File: config.mk
export PLATFORM = sky130hd
export DESIGN_NAME = uart_tx
export DESIGN_NICKNAME = d
export VERILOG_FILES = /design/src/rtl/uart_tx.sv
export SDC_FILE = /design/constraint.sdc
export NUM_CORES = 1
export LEC_CHECK = 0
export ABC_AREA = 1
export CORE_ASPECT_RATIO = 0.8
export CORE_MARGIN = 2
export CORE_UTILIZATION = 55
export CTS_CLUSTER_DIAMETER = 100
export DETAILED_ROUTE_END_ITERATION = 10
export GPL_TIMING_DRIVEN = 0
export PLACE_DENSITY = 0.84
export SLEW_MARGIN = 5
export SYNTH_ARGS = -nofsm -noshare
export SYNTH_HDL_FRONTEND = slang
export SYNTH_SLANG_ARGS = --single-unit
File: constraint.sdc
create_clock -name i_uart_clk -period 4.1 [get_ports i_uart_clk]
set_input_delay 0.82 -clock i_uart_clk [delete_from_list [all_inputs] [get_ports i_uart_clk]]
set_output_delay 0.82 -clock i_uart_clk [all_outputs]
set_load 0.02 [all_outputs]
File: src/rtl/uart_tx.sv
// 8-bit UART transmitter, LSB first, 1 or 2 stop bits. A one-byte holding
// register lets the next byte queue behind the frame on the wire, so consecutive frames leave no idle gap.
module uart_tx #(
  parameter int unsigned BAUD_MULT = 139,
  parameter int unsigned STOP_BITS = 1
) (
  input  logic       i_uart_clk,
  input  logic       i_rst_n,
  input  logic [7:0] i_tx_byte,
  input  logic       i_tx_valid,
  output logic       o_tx_ready,
  output logic       o_tx_data,
  output logic       o_tx_active,
  output logic       o_tx_done,
  output logic       o_dbg_state
);

  typedef enum logic [1:0] {
    ST_IDLE,
    ST_START,
    ST_DATA,
    ST_STOP
  } state_e;

  localparam logic [15:0] CNT_LAST  = 16'(BAUD_MULT - 1);
  localparam logic        STOP_LAST = 1'(STOP_BITS - 1);

  state_e      state_q;
  logic [15:0] cnt_q;
  logic [2:0]  bit_idx_q;
  logic        stop_idx_q;
  logic [7:0]  shift_q;
  logic [7:0]  hold_q, hold_d;
  logic        hold_valid_q, hold_valid_d;
  logic        tx_data_q, tx_active_q, tx_done_q;

  logic accept;
  logic bit_end;
  logic frame_last;
  logic load;

  assign o_tx_ready  = !hold_valid_q && i_rst_n;
  assign o_tx_data   = tx_data_q;
  assign o_tx_active = tx_active_q;
  assign o_tx_done   = tx_done_q;
  assign o_dbg_state = (state_q == ST_IDLE);

  assign accept     = i_tx_valid && o_tx_ready;
  assign bit_end    = (cnt_q == CNT_LAST);
  assign frame_last = (state_q == ST_STOP) && bit_end && (stop_idx_q == STOP_LAST);
  assign load       = hold_valid_q && ((state_q == ST_IDLE) || frame_last);

  // Accept and load never coincide: accepting needs an empty holding register, loading needs a full one.
  always_comb begin
    // NOTE: every output of a combinational block gets a default first, so no path leaves it unassigned and no latch is inferred.
    hold_valid_d = hold_valid_q;
    hold_d       = hold_q;
    if (load) begin
      hold_valid_d = 1'b0;
    end
    if (accept) begin
      hold_valid_d = 1'b1;
      hold_d       = i_tx_byte;
    end
  end

  always_ff @(posedge i_uart_clk) begin
    if (!i_rst_n) begin
      hold_valid_q <= 1'b0;
      hold_q       <= '0;
    end else begin
      hold_valid_q <= hold_valid_d;
      hold_q       <= hold_d;
    end
  end

  always_ff @(posedge i_uart_clk) begin
    // NOTE: state registers use non-blocking assignments, so every read in this block sees the pre-edge value.
    if (!i_rst_n) begin
      state_q     <= ST_IDLE;
      cnt_q       <= '0;
      bit_idx_q   <= '0;
      stop_idx_q  <= 1'b0;
      shift_q     <= '0;
      tx_data_q   <= 1'b1;
      tx_active_q <= 1'b0;
      tx_done_q   <= 1'b0;
    end else begin
      tx_done_q <= 1'b0;
      if (state_q != ST_IDLE) begin
        cnt_q <= bit_end ? 16'd0 : cnt_q + 16'd1;
      end

      case (state_q)
        ST_IDLE: begin
          tx_data_q <= 1'b1;
          if (hold_valid_q) begin
            shift_q     <= hold_q;
            cnt_q       <= '0;
            tx_data_q   <= 1'b0;
            tx_active_q <= 1'b1;
            state_q     <= ST_START;
          end
        end

        ST_START: begin
          if (bit_end) begin
            tx_data_q <= shift_q[0];
            bit_idx_q <= '0;
            state_q   <= ST_DATA;
          end
        end

        ST_DATA: begin
          if (bit_end) begin
            if (bit_idx_q == 3'd7) begin
              tx_data_q  <= 1'b1;
              stop_idx_q <= 1'b0;
              state_q    <= ST_STOP;
            end else begin
              shift_q   <= {1'b0, shift_q[7:1]};
              tx_data_q <= shift_q[1];
              bit_idx_q <= bit_idx_q + 3'd1;
            end
          end
        end

        ST_STOP: begin
          if (bit_end) begin
            if (stop_idx_q == STOP_LAST) begin
              tx_done_q <= 1'b1;
              // A queued byte starts its start bit straight after the last stop bit.
              if (hold_valid_q) begin
                shift_q   <= hold_q;
                tx_data_q <= 1'b0;
                state_q   <= ST_START;
              end else begin
                tx_active_q <= 1'b0;
                state_q     <= ST_IDLE;
              end
            end else begin
              stop_idx_q <= stop_idx_q + 1'b1;
            end
          end
        end

        default: begin
          state_q     <= ST_IDLE;
          cnt_q       <= '0;
          tx_data_q   <= 1'b1;
          tx_active_q <= 1'b0;
        end
      endcase
    end
  end

endmodule

==> impl_metrics.toml, run 1 <==
[status]
status = "finished, final reports clean"

[grt]
use_met2 = 0.357
overflow = 0
met1_usage = 0.319
grtUsageTotal = 0.228
busiest_layer = "met2"
grt_pass1_wl_um = 7870
grt_pass1_vias = 1776
met3_usage = 0.0548
antenna_found_initial = 0
grt_max_degree = 12

[synthesis]
synth_compound_area_frac = 0.140
yosys.area_share.simple = 0.327
syn_avg_cell_area_um2 = 6.63
yosys.area.top_type = "dfxtp_1"
synth-main-ff-cell = "dfxtp_1"
muxShareOfSynthArea = 0
syn_inst = 332
synth-edff-count = 0
synthArstFlopShare = 0
synth_seq_cells = 41
synth_area_um2 = 2200
synth_commonest_cells = "90 x nand2_1, 41 x dfxtp_1, 40 x nor2_1, 36 x inv_1, 26 x a21oi_1"
synth_top_family_by_area = "simple AND/OR/NAND/NOR gates"
seq_area_frac_synth = 0.373
synth_area_leaders = "dfxtp_1 37%, nand2_1 15%, nor2_1 6.8%"
synth_top_cell_area_share = 0.373
synth-adder-area-share = 0.0512
synth_most_common_cell = "nand2_1"
ys_warn_count = 0
ys_types = 25
syn_nets = 352
synthXorXnorAreaFrac = 0.0119

[floorplanning]
ios = 16
die_width_um = 74.7
die_area_um2 = 4520
rows = 20
die_h_um = 60.6
coreArea_um2 = 3830
initial_core_util = 0.575

[power]
switching_share = 0.388
pwr-share-comb = 0.376
cellPowerDensity_nw_per_um2 = 493
sequentialPowerShare = 0.413
p_leak_nw = 1.08
internal-power_uw = 750
vdd_drop_max_mv = 0.385
p_sw_uw = 476
p_clk_frac = 0.211

[worst_setup_path]
cp.required_ns = 3.28
cp_slowest_stage_delay_ns = 0.65
crit_chain = "buf_2 > inv_1 > nor2_1 > clkdlybuf4s50_1"
crit_path_end_kind = "output pin"
cpMaxStageDelayCell = "clkdlybuf4s50_1"
path_max_fanout = 9
cp.arrival_ns = 2.04
path_class = "in -> out"
start_kind = "primary input"

[route]
wire_per_inst_um = 11.4
drt-total-wl_um = 4660
viasPerCell = 5.07
vias = 2075
drc = 0
ant_nets = 0
drt_pass1_iterations = 5
drt_iter0_markers = 135

[sta]
setup_tns_ns = 0
tightest_slew_ns = 0.489
max_freq_mhz = 349
final_hold_viol_count = 0
rsz0062_at_grt = "no"
slew_violations = 0
period_needed_ns = 2.86
finalWorstSetupSlack_ns = 1.24
clock_skew_ns = 0.0101
maxSlewHeadroom = 0.674
fin_crit_sh = 0.699
setup_viol = 0

[worst_hold_path]
min_path_type = "reg -> reg"

[clock_network]
postCtsHoldBufs = 0
clkTransAtPathRegs_ns = 0.07
clock_path_buffers = 2
clock_latency_ns = 0.30
ctsHtreeMaxLevel = 2
cts-root-buf = "clkbuf_8"
cts.sinks = 41
ctsResizeCount = 0
cts_buffers = 5
cts_tree = "yes"
cts_setup_buffers = 0

[place]
post-place-ws_ns = 1.24
gp_congestion = 0.833
dpl_cell_area_um2 = 2410
port_buffers = 14
place_hpwl_um = 3350

[layout]
final_util = 0.650
design_area_um2 = 2490
drive_gt1_frac = 0.0706
fin_nets = 373
antenna_cells = 0
syn_to_final_growth_pct = 13.1

[flow_run]
cap_violations = 0
area by class of cell:
| type | instances | area, um^2 |
|---|---|---|
| tap | 55 | 68.8 |
| multi-input combinational | 240 | 1170 |
| buffer | 11 | 62.6 |
| timing repair buffer | 14 | 140 |
| fill | 353 | 1340 |
| sequential | 41 | 821 |
| clock buffer | 8 | 80.1 |
| inverter | 40 | 150 |
flip-flops by register name, summed over array words and instances (netlist names):
| signal | count |
|---|---|
| cnt_q | 16 |
| hold_q | 8 |
| shift_q | 8 |
| bit_idx_q | 3 |
| state_q | 2 |
| hold_valid_q | 1 |
| o_tx_active | 1 |
| o_tx_data | 1 |
| o_tx_done | 1 |
power by group through the flow:
stage                     clock network [mW]  registers, mW  logic, mW
after CTS                              0.260          0.505      0.458
after global routing                   0.276          0.512      0.521
after detailed placement                   0          0.514      0.451
after floorplan                            0          0.512      0.332
final                                  0.259          0.506      0.461
after global placement                     0          0.510      0.442
metal layers:
layer	routed length, um	share of wire
met5	0	0
met1	2290	0.49
met4	60	0.013
met3	295	0.063
met2	2010	0.43
cells by family after synthesis:
logic type / after synthesis
compound gates: 57
xor+xnor: 3
fa+ha+maj: 9
buf+inv: 51
flops: 41
simple gates: 171
stage by stage:
stage                     std cells  power [mW]  hold WS, ns
after detailed placement        401       0.965        0.446
after floorplan                 332       0.844        0.424
final                           409        1.23        0.454
after CTS                       409        1.22        0.456
after global placement          401       0.952        0.438
after global routing            409        1.31        0.474
path summary, 6_finish.rpt:
check             startpoint          to  cells after the start  slack, ns
setup / recovery     i_rst_n  o_tx_ready                      4       1.24
setup reg to reg  state_q[0]    cnt_q[1]                      7       2.11
hold / removal     hold_q[2]   hold_q[2]                      2       0.45
hold reg to reg    hold_q[2]   hold_q[2]                      2       0.45
cells in the final DEF, fill, tap and decap left out, types with 3 or more instances in the layout:
master,netlist,final
a21oi_1,26,26
buf_2,5,5
clkbuf_1,4,7
clkbuf_8,0,5
clkdlybuf4s50_1,0,14
dfxtp_1,41,41
ha_1,9,9
inv_1,36,36
inv_2,3,3
nand2_1,90,90
nand3_1,23,23
nand4_1,4,4
nor2_1,40,40
nor2_2,4,4
nor3_1,5,5
o21ai_0,25,25
xor2_1,3,3
worst max-delay path: cells and delay by family:
kind,cells,cell delay (ns)
buffers and inverters,3,0.99
and+or+nand+nor,1,0.23
(Power assumes the default switching activity.)
==> run 2, diff against run 1 <==
- clock period: 4.1 -> 2.9 ns (I/O delays scaled with it)
==> results of run 2 <==
Same layout as run 1 (identical final DEF). Status: finished, final reports clean.
Among the figures that moved: setup slack after placement 1.24 ns -> 0.523 ns; setup slack after layout 1.24 ns -> 0.516 ns; register-to-register setup slack 2.11 ns -> 0.91 ns; total power 1.23 mW -> 1.73 mW; worst IR drop on VDD 0.385 mV -> 0.544 mV
